$ cat config.mk
export PLATFORM = sky130hd
export DESIGN_NAME = branch_predictor_flat
export DESIGN_NICKNAME = d
export VERILOG_FILES = /design/src/rtl/branch_predictor_if.sv /design/src/rtl/branch_predictor.sv /design/src/flat_wrapper.sv
export SDC_FILE = /design/constraint.sdc
export NUM_CORES = 1
export LEC_CHECK = 0
export ABC_AREA = 1
export CAP_MARGIN = 5
export CORE_MARGIN = 4
export CORE_UTILIZATION = 54
export CTS_CLUSTER_DIAMETER = 150
export DETAILED_ROUTE_END_ITERATION = 8
export PLACE_DENSITY_LB_ADDON = 0.15
export SKIP_CTS_REPAIR_TIMING = 1
export SLEW_MARGIN = 5
export SYNTH_ARGS = -nofsm -noshare
export SYNTH_HDL_FRONTEND = slang
export SYNTH_SLANG_ARGS = --single-unit
$ cat constraint.sdc
create_clock -name clk -period 3.25 [get_ports clk]
set_input_delay 0.8125 -clock clk [delete_from_list [all_inputs] [get_ports clk]]
set_output_delay 0.8125 -clock clk [all_outputs]
set_load 0.05 [all_outputs]
$ cat src/rtl/branch_predictor_if.sv
// Fetch-redirect bundle between the pipeline and branch_predictor.
// The predictor sits on the slave modport; the pipeline (or a bench) drives
// the master modport. Optional perf counters ride along on the same bundle.
interface branch_predictor_if #(
  parameter int addrWidth = 16
);

  // Pipeline-side inputs to the predictor
  logic                 Hcf;
  logic                 Stall;
  logic [addrWidth-1:0] IF_pc;
  logic                 EXE_valid;
  logic                 EXE_is_branch;
  logic                 EXE_taken;
  logic [addrWidth-1:0] EXE_pc;
  logic [addrWidth-1:0] EXE_Target_pc;
  logic                 EXE_pred_taken;
  logic [addrWidth-1:0] EXE_pred_target;

  // Predictor-side outputs to the PC register / pipeline
  logic [1:0]           PCSel;
  logic [addrWidth-1:0] Predict_Target_pc;
  logic                 IF_pred_taken;
  logic                 Flush;
  logic [31:0]          branch_cnt;
  logic [31:0]          mispred_cnt;

  modport slave (
    input  Hcf, Stall, IF_pc,
    input  EXE_valid, EXE_is_branch, EXE_taken, EXE_pc, EXE_Target_pc,
    input  EXE_pred_taken, EXE_pred_target,
    output PCSel, Predict_Target_pc, IF_pred_taken, Flush,
    output branch_cnt, mispred_cnt
  );

  modport master (
    output Hcf, Stall, IF_pc,
    output EXE_valid, EXE_is_branch, EXE_taken, EXE_pc, EXE_Target_pc,
    output EXE_pred_taken, EXE_pred_target,
    input  PCSel, Predict_Target_pc, IF_pred_taken, Flush,
    input  branch_cnt, mispred_cnt
  );

endinterface

$ cat src/rtl/branch_predictor.sv
// branch_predictor: direct-mapped BTB with 2-bit saturating counters.
// IF side: zero-latency lookup of IF_pc, predicts taken transfers.
// EXE side: compares resolved outcome with the carried prediction, issues
// redirect + Flush on mismatch and trains the BTB at the clock edge.
// Optional feature macro: BP_PERF_CNT_EN builds branch/mispredict counters;
// without it both counter outputs are tied to zero.
//
// PCSel codes (shared rv32_define encodings):
//   2'd0 sequential pc+4, 2'd1 IF_P_T_PC, 2'd2 EXE_PC_PLUS_4, 2'd3 EXE_T_PC
//
// Interface timing: there is no valid/ready handshake. IF_pc and the EXE
// fields are sampled combinationally every cycle; EXE_valid qualifies the
// EXE slot, Stall/Hcf only gate state updates, never the redirect outputs.
module branch_predictor #(
  parameter int addrWidth = 16,
  parameter int IDX_BITS  = 4
) (
  input logic               clk,
  input logic               rst,
  branch_predictor_if.slave bp
);

  localparam int ENTRIES = 1 << IDX_BITS;
  localparam int TAG_W   = addrWidth - IDX_BITS - 2;

  localparam logic [1:0] PC_PLUS_4     = 2'd0;
  localparam logic [1:0] IF_P_T_PC     = 2'd1;
  localparam logic [1:0] EXE_PC_PLUS_4 = 2'd2;
  localparam logic [1:0] EXE_T_PC      = 2'd3;

  // BTB storage
  logic                 btb_valid  [ENTRIES];
  logic [TAG_W-1:0]     btb_tag    [ENTRIES];
  logic [addrWidth-1:0] btb_target [ENTRIES];
  logic [1:0]           btb_ctr    [ENTRIES];

  logic [IDX_BITS-1:0] if_idx;
  logic [TAG_W-1:0]    if_tag;
  logic                if_hit;
  logic [IDX_BITS-1:0] exe_idx;
  logic [TAG_W-1:0]    exe_tag;
  logic                exe_hit;

  logic res;
  logic mis_t;
  logic mis_nt;
  logic train;

  // pc[1:0] never participates in index or tag
  logic unused_pc_bits;
  assign unused_pc_bits = ^{bp.IF_pc[1:0], bp.EXE_pc[1:0]};

  assign if_idx  = bp.IF_pc[IDX_BITS+1:2];
  assign if_tag  = bp.IF_pc[addrWidth-1:IDX_BITS+2];
  assign if_hit  = btb_valid[if_idx] && (btb_tag[if_idx] == if_tag);

  assign exe_idx = bp.EXE_pc[IDX_BITS+1:2];
  assign exe_tag = bp.EXE_pc[addrWidth-1:IDX_BITS+2];
  assign exe_hit = btb_valid[exe_idx] && (btb_tag[exe_idx] == exe_tag);

  // A valid non-branch carrying a taken prediction came from an aliased BTB
  // hit; it is redirected like a not-taken mispredict but never trains.
  assign res    = bp.EXE_valid & bp.EXE_is_branch;
  assign mis_t  = res & bp.EXE_taken &
                  (~bp.EXE_pred_taken | (bp.EXE_pred_target != bp.EXE_Target_pc));
  assign mis_nt = (res & ~bp.EXE_taken & bp.EXE_pred_taken) |
                  (bp.EXE_valid & ~bp.EXE_is_branch & bp.EXE_pred_taken);
  assign train  = res & ~bp.Stall & ~bp.Hcf;

  // Prediction / redirect outputs; reset forces the idle values
  always_comb begin
    bp.PCSel             = PC_PLUS_4;
    bp.Flush             = 1'b0;
    bp.IF_pred_taken     = 1'b0;
    bp.Predict_Target_pc = '0;
    if (!rst) begin
      bp.IF_pred_taken     = if_hit & btb_ctr[if_idx][1];
      bp.Predict_Target_pc = if_hit ? btb_target[if_idx] : '0;
      bp.Flush             = mis_t | mis_nt;
      if (mis_t)                 bp.PCSel = EXE_T_PC;
      else if (mis_nt)           bp.PCSel = EXE_PC_PLUS_4;
      else if (bp.IF_pred_taken) bp.PCSel = IF_P_T_PC;
      else                       bp.PCSel = PC_PLUS_4;
    end
  end

  // BTB clear on reset, training on resolved branches otherwise
  always_ff @(posedge clk) begin
    if (rst) begin
      for (int i = 0; i < ENTRIES; i++) begin
        btb_valid[i]  <= 1'b0;
        btb_tag[i]    <= '0;
        btb_target[i] <= '0;
        btb_ctr[i]    <= 2'b01;
      end
    end else if (train) begin
      if (exe_hit) begin
        if (bp.EXE_taken) begin
          btb_ctr[exe_idx]    <= (btb_ctr[exe_idx] == 2'b11) ? 2'b11 : btb_ctr[exe_idx] + 2'b01;
          btb_target[exe_idx] <= bp.EXE_Target_pc;
        end else begin
          btb_ctr[exe_idx]    <= (btb_ctr[exe_idx] == 2'b00) ? 2'b00 : btb_ctr[exe_idx] - 2'b01;
        end
      end else if (bp.EXE_taken) begin
        btb_valid[exe_idx]  <= 1'b1;
        btb_tag[exe_idx]    <= exe_tag;
        btb_target[exe_idx] <= bp.EXE_Target_pc;
        btb_ctr[exe_idx]    <= 2'b10;
      end
    end
  end

`ifdef BP_PERF_CNT_EN
  logic [31:0] branch_cnt_q;
  logic [31:0] mispred_cnt_q;

  // Performance counters advance on training events only, wrapping at 2^32
  always_ff @(posedge clk) begin
    if (rst) begin
      branch_cnt_q  <= '0;
      mispred_cnt_q <= '0;
    end else if (train) begin
      branch_cnt_q <= branch_cnt_q + 32'd1;
      if (mis_t | mis_nt) mispred_cnt_q <= mispred_cnt_q + 32'd1;
    end
  end

  assign bp.branch_cnt  = branch_cnt_q;
  assign bp.mispred_cnt = mispred_cnt_q;
`else
  assign bp.branch_cnt  = 32'd0;
  assign bp.mispred_cnt = 32'd0;
`endif

endmodule

$ cat src/flat_wrapper.sv
// flat-port wrapper written by rule: the top's interface ports become plain ports
module branch_predictor_flat 
#(
  parameter int addrWidth = 16,
  parameter int IDX_BITS  = 4
)
  (clk, rst, bp_Hcf, bp_Stall, bp_IF_pc, bp_EXE_valid, bp_EXE_is_branch, bp_EXE_taken, bp_EXE_pc, bp_EXE_Target_pc, bp_EXE_pred_taken, bp_EXE_pred_target, bp_PCSel, bp_Predict_Target_pc, bp_IF_pred_taken, bp_Flush, bp_branch_cnt, bp_mispred_cnt);
  branch_predictor_if #(.addrWidth(addrWidth)) bp_i ();
  input logic clk;
  input logic rst;
  input wire logic [$bits(bp_i.Hcf)-1:0] bp_Hcf;
  input wire logic [$bits(bp_i.Stall)-1:0] bp_Stall;
  input wire logic [$bits(bp_i.IF_pc)-1:0] bp_IF_pc;
  input wire logic [$bits(bp_i.EXE_valid)-1:0] bp_EXE_valid;
  input wire logic [$bits(bp_i.EXE_is_branch)-1:0] bp_EXE_is_branch;
  input wire logic [$bits(bp_i.EXE_taken)-1:0] bp_EXE_taken;
  input wire logic [$bits(bp_i.EXE_pc)-1:0] bp_EXE_pc;
  input wire logic [$bits(bp_i.EXE_Target_pc)-1:0] bp_EXE_Target_pc;
  input wire logic [$bits(bp_i.EXE_pred_taken)-1:0] bp_EXE_pred_taken;
  input wire logic [$bits(bp_i.EXE_pred_target)-1:0] bp_EXE_pred_target;
  output wire logic [$bits(bp_i.PCSel)-1:0] bp_PCSel;
  output wire logic [$bits(bp_i.Predict_Target_pc)-1:0] bp_Predict_Target_pc;
  output wire logic [$bits(bp_i.IF_pred_taken)-1:0] bp_IF_pred_taken;
  output wire logic [$bits(bp_i.Flush)-1:0] bp_Flush;
  output wire logic [$bits(bp_i.branch_cnt)-1:0] bp_branch_cnt;
  output wire logic [$bits(bp_i.mispred_cnt)-1:0] bp_mispred_cnt;
  assign bp_i.Hcf = bp_Hcf;
  assign bp_i.Stall = bp_Stall;
  assign bp_i.IF_pc = bp_IF_pc;
  assign bp_i.EXE_valid = bp_EXE_valid;
  assign bp_i.EXE_is_branch = bp_EXE_is_branch;
  assign bp_i.EXE_taken = bp_EXE_taken;
  assign bp_i.EXE_pc = bp_EXE_pc;
  assign bp_i.EXE_Target_pc = bp_EXE_Target_pc;
  assign bp_i.EXE_pred_taken = bp_EXE_pred_taken;
  assign bp_i.EXE_pred_target = bp_EXE_pred_target;
  assign bp_PCSel = bp_i.PCSel;
  assign bp_Predict_Target_pc = bp_i.Predict_Target_pc;
  assign bp_IF_pred_taken = bp_i.IF_pred_taken;
  assign bp_Flush = bp_i.Flush;
  assign bp_branch_cnt = bp_i.branch_cnt;
  assign bp_mispred_cnt = bp_i.mispred_cnt;
  branch_predictor #(.addrWidth(addrWidth), .IDX_BITS(IDX_BITS)) u_core (.clk(clk), .rst(rst), .bp(bp_i));
endmodule
==> flow_metrics.tcl, run 1 <==
set metrics [dict create \
    fmax_mhz 258.1 \
    worst_path_most_repeated_cell "buf_12" \
    crit_path_max_fanout 12 \
    slew_headroom_pct 52.10 \
    p_leak_uw 0.01241 \
    fin_util_pct 67.29 \
    yosysUniqueCellTypes 51 \
    synth_edf_count 448 \
    h-tree-depth 2 \
    finalSetupViolations 18 \
    routed_wl_um 76160 \
    dieHeight_um 219.6 \
    place_hpwl_um 49570 \
    layout.nets 3037 \
    syn2layout_area_growth_pct 23.04 \
    violations "setup timing" \
    core_area_um2 44220 \
    wl_per_cell_um 21.19 \
    cellPowerDensity_nw_per_um2 480.9 \
    grt_overflow 0 \
    cts_tree "built" \
    syn_area_um2 24190 \
    rsz0062_at_grt "true" \
    ir_drop_mv 0.4701 \
    required_ps 2440 \
    skew_ps 38.65 \
    start_util_pct 54.70 \
    crit_chain "clkdlybuf4s50_1, buf_12, nand3_1, nand2_1, xor2_1, nor3b_2, buf_4, nand3_4, clkbuf_16, nor2_4, buf_12" \
    cts_made_buffers 48 \
    cts_root_buf "clkbuf_16" \
    cp-start-kind "input pin" \
    grt_antenna_before_repair 0 \
    clkTransAtPathRegs_ps 60 \
    die_area_um2 48240 \
    synth_seq_cells 464 \
    gp_congestion 0.9134 \
    ys_seq_area_share_pct 56.94 \
    hp-class "reg -> reg" \
    placementRows 77 \
    clockBufferDepth 3 \
    synth_most_common_cell "nand2_1" \
    maxCapViolations 0 \
    drive_above_1_share_pct 16.86 \
    end_kind "primary output" \
    layout_setup_ws_ps -624.9 \
    synthArstFlopShare_pct 0 \
    grt_use_total_pct 30.44 \
    critPathArrivalTime_ps 3060 \
    clk-insertion-delay-late_ps 610 \
    worst_pin_slew_ps 712.4 \
    fin_crit_ps 3875 \
    drtIter0Drc 2929 \
    path_class "in -> out" \
    yosysTopAreaCell "edfxtp_1" \
    final_cell_area_um2 29760 \
    grt_max_degree 131 \
    yosys_most_used_dff "edfxtp_1" \
    netlist_top_cells_area "edfxtp_1 56%, nand2_1 11%, nor2_1 8.7%" \
    clock_sinks 464 \
    hold_violations 0 \
    max_stage_delay_ps 580 \
    io_buffers 87 \
    syn-mean-instance-area_um2 8.863 \
    slew_violations 0 \
    ys_top_cells_by_count "715 x nand2_1, 560 x nor2_1, 448 x edfxtp_1, 165 x a21oi_1, 113 x o21ai_0" \
    synthCells 2729 \
    yosys.area.top_type_share_pct 55.62 \
    grt_pass1_vias 19630 \
    firstDrtPassIters 6 \
    die_width_um 219.6 \
    grt_pass1_wl_um 112700 \
    yosysWarnings 0 \
    ios 156 \
    drc 0 \
    slowest_stage "clkdlybuf4s50_1" \
    outcome "complete, but fails checks" \
    fin_crit_sh_pct 119.2 \
    ant_nets 0 \
    diodes 0 \
    num_vias 20940 \
    routed_via_density 5.827 \
    place_area_um2 27550 \
]
-- critical path, delay by kind of cell --
kind          cells  cell delay, ps
buf+inv           5            1330
simple gates      5             710
xor+xnor          1             180
-- per-layer routing --
metal  vias to the layer above  share of wire (%)  track usage, %
met1                      9987                 40           43.95
met4                         0                2.6           8.918
met3                       153                 11           5.171
met5                         -                  0               0
li1                       9531                  -               -
met2                      1273                 46           47.87
-- where the power goes --
group / total, uW / internal [uW] / switching (uW)
Clock: 5370 / 3000 / 2360
Sequential: 6920 / 6820 / 104
Combinational: 2020 / 689 / 1340
-- state kept, by name, indices dropped and copies added (netlist names) --
name / count
u_core.btb_valid: 16
u_core.btb_ctr: 32
u_core.btb_tag: 160
u_core.btb_target: 256
-- layout make-up --
cell class,instances,area (um2)
fill,3433,14460
sequential,464,13770
multi-input combinational,1922,8971
timing repair buffer,379,4153
clock buffer,62,1264
tap,592,740.7
inverter,148,589.3
clock inverter,25,245.2
timing repair inverter,2,22.52
-- logic make-up (layout without fill, tap and decap cells) --
kind of cell           count (synthesis)  count (layout)  synth area share (%)
buffers and inverters                407             616                 8.406
flip-flops                           464             464                 56.94
AND/OR/NAND/NOR                     1382            1383                 22.48
other                                  1              64               0.01550
AO/OA/AOI/OAI                        466             466                 11.83
XOR/XNOR                               9               9                0.3259
-- cell usage in the layout (no fill, tap or decap), types with 55 or more instances in the layout --
master     Yosys  final
clkbuf_16      0     55
nand2_1      715    702
nor2_1       560    538
conb_1         1     64
edfxtp_1     448    448
inv_1        111    109
buf_12         0     68
a221oi_1      56     56
o21ai_0      113     95
a21oi_1      165    163
buf_4         88    225
-- per-stage QoR --
step / power [uW] / hold slack, ps / setup TNS, ps / instances / setup slack, ps
floorplan: 8205 / 441.4 / -3524 / 2792 / -261.4
global placement: 8879 / 451.0 / -156120 / 3485 / -586.3
detailed placement: 8919 / 455.4 / -191070 / 3485 / -594.0
CTS: 14200 / 465.9 / -10540 / 3572 / -599.3
global route: 14780 / 493.6 / -11800 / 3594 / -682.7
finish: 14310 / 470.8 / -10640 / 3594 / -624.9
-- path summary, 6_finish.rpt --
kind / startpoint / cells after the start / slack [ps] / endpoint
max: bp_IF_pc[5] / 11 / -620 / bp_Predict_Target_pc[2]
min reg2reg: u_core.btb_valid[12] / 2 / 470 / u_core.btb_valid[12]
min: u_core.btb_valid[12] / 2 / 470 / u_core.btb_valid[12]
max reg2reg: u_core.btb_tag[2][3] / 18 / 700 / u_core.btb_tag[15][0]
No activity file was read; power rests on OpenSTA's default activity.
==> run 2: changes to the inputs <==
Settings changed: MAX_ROUTING_LAYER set to met4.
==> flow_metrics.tcl, run 2 (synthesis gave the netlist of run 1 again) <==
set metrics [dict create \
    firstDrtPassIters 5 \
    grt_pass1_vias 20000 \
    critPathArrivalTime_ps 2990 \
    ant_nets 0 \
    crit_path_max_fanout 16 \
    outcome "complete, but fails checks" \
    cellPowerDensity_nw_per_um2 485.6 \
    slew_headroom_pct 50.46 \
    worst_pin_slew_ps 736.8 \
    clkTransAtPathRegs_ps 60 \
    clockBufferDepth 3 \
    slowest_stage "buf_12" \
    placementRows 77 \
    cts_root_buf "clkbuf_16" \
    ir_drop_mv 0.5024 \
    fin_util_pct 67.81 \
    rrSetupSlack_ps 580 \
    setup_tns_ps -9364 \
    grt_pass1_wl_um 114500 \
    end_kind "primary output" \
    layout_common_cells "702 x nand2_1, 538 x nor2_1, 448 x edfxtp_1" \
    slew_violations 0 \
    finalSetupViolations 18 \
    clkPwrFrac_pct 38.4 \
    place_area_um2 27660 \
    place_hpwl_um 51290 \
    routed_wl_um 77920 \
    intPower_uw 10710 \
    skew_ps 15.91 \
    dp_cells 3489 \
    crit_chain "buf_16, inv_16, buf_12, a21oi_1, o21ai_1, nand3_2, nand3_2, nand2_2, inv_2, nand2_1, nand2_1, nor2_1, nand2_1, nor2_4, nand3_4, buf_12, nor2_4, buf_12" \
    top_register "u_core.btb_target" \
    cts_tree "built" \
    fin_crit_sh_pct 117.0 \
    ios 156 \
    grt_max_degree 53 \
    dieHeight_um 219.6 \
    core_area_um2 44220 \
    p_switching_uw 3849 \
    io_buffers 87 \
    syn2layout_area_growth_pct 23.97 \
    die_width_um 219.6 \
    maxCapViolations 0 \
    cp-start-kind "input pin" \
    drive_above_1_share_pct 17.42 \
    regArea_um2 13770 \
    gp_congestion 0.9254 \
    required_ps 2440 \
    h-tree-depth 2 \
    largest_reg_flops 256 \
    fmax_mhz 263.0 \
    layout_commonest_cell "nand2_1" \
    rsz0062_at_grt "true" \
    violations "setup timing" \
    num_vias 20890 \
    fin_crit_ps 3803 \
    n_fill_cell 3409 \
    fin_cells 3600 \
    wl_per_cell_um 21.64 \
    clk-insertion-delay-late_ps 610 \
    grt_antenna_before_repair 0 \
    multi_input_area_um2 8996 \
    top_regs "u_core.btb_target x256, u_core.btb_tag x160, u_core.btb_ctr x32" \
    drc 0 \
    drtIter0Drc 2458 \
    cts_made_buffers 50 \
    switching_share_pct 26.43 \
    start_util_pct 54.70 \
    grt_overflow 0 \
    path_class "in -> out" \
    diodes 0 \
    layout_setup_ws_ps -552.8 \
    routed_via_density 5.804 \
    combPwrFrac_pct 14.0 \
    p_leak_uw 0.01255 \
    power_frac_seq_pct 47.5 \
    grt_use_total_pct 31.96 \
    max_stage_delay_ps 200 \
    hold_violations 0 \
    hp-class "reg -> reg" \
    layout.nets 3038 \
    clock_sinks 464 \
    die_area_um2 48240 \
    final_cell_area_um2 29990 \
]
run 2: cell types whose count changed in the layout (fill, tap and decap cells not counted), moves of 3 or more:
cell and delta:
buf_12 +11, clkbuf_8 +8, clkdlybuf4s50_1 -8, buf_4 -6, clkbuf_16 +4, clkinv_1 -4
dlymetal6s2s_1 +4, nand3_2 +4, clkbuf_1 +3, inv_4 +3, inv_8 -3
run 2: power groups by stage:
stage | combinational (uW) | clock [uW] | sequential [uW]
2_1_floorplan | 1200 | 0 | 7010
3_3_place_gp | 1870 | 0 | 7030
3_5_place_dp | 1900 | 0 | 7040
4_1_cts | 1910 | 5640 | 6920
5_1_grt | 2190 | 5910 | 6940
6_report | 2050 | 5590 | 6920
run 2: area by class of cell:
type / count / share of cell area, %
Clock buffer: 76 / 4.870
Clock inverter: 18 / 0.5466
Inverter: 148 / 1.974
Multi-Input combinational cell: 1922 / 30.00
Sequential cell: 464 / 45.93
Tap cell: 592 / 2.470
Timing Repair Buffer: 380 / 14.20
run 2: through the flow:
step           power, uW  hold slack, ps  worst slack (ps)
2_1_floorplan       8205           441.4            -261.4
3_3_place_gp        8903           457.5            -587.7
3_5_place_dp        8941           464.4            -593.6
4_1_cts            14460           475.4            -606.5
5_1_grt            15040           498.0            -691.5
6_report           14560           484.1            -552.8
run 2: final timing paths:
| check | start | to | cells past startpoint |
|---|---|---|---|
| hold reg to reg | u_core.btb_valid[15] | u_core.btb_valid[15] | 2 |
| hold / removal | u_core.btb_valid[15] | u_core.btb_valid[15] | 2 |
| setup / recovery | bp_IF_pc[2] | bp_Predict_Target_pc[10] | 18 |
| setup reg to reg | u_core.btb_tag[9][3] | u_core.btb_tag[0][2] | 15 |
run 2: critical path, delay by kind of cell:
kind	cells	cell delay, ps
buffers and inverters	6	760
AOI/OAI and AO/OA	2	320
and+or+nand+nor	10	1040
run 2: routing by layer:
layer	global-route usage, %	wire (um)
met3	6.398	8939
met5	-	0
met1	43.58	30830
met2	49.10	36250
met4	9.567	1899
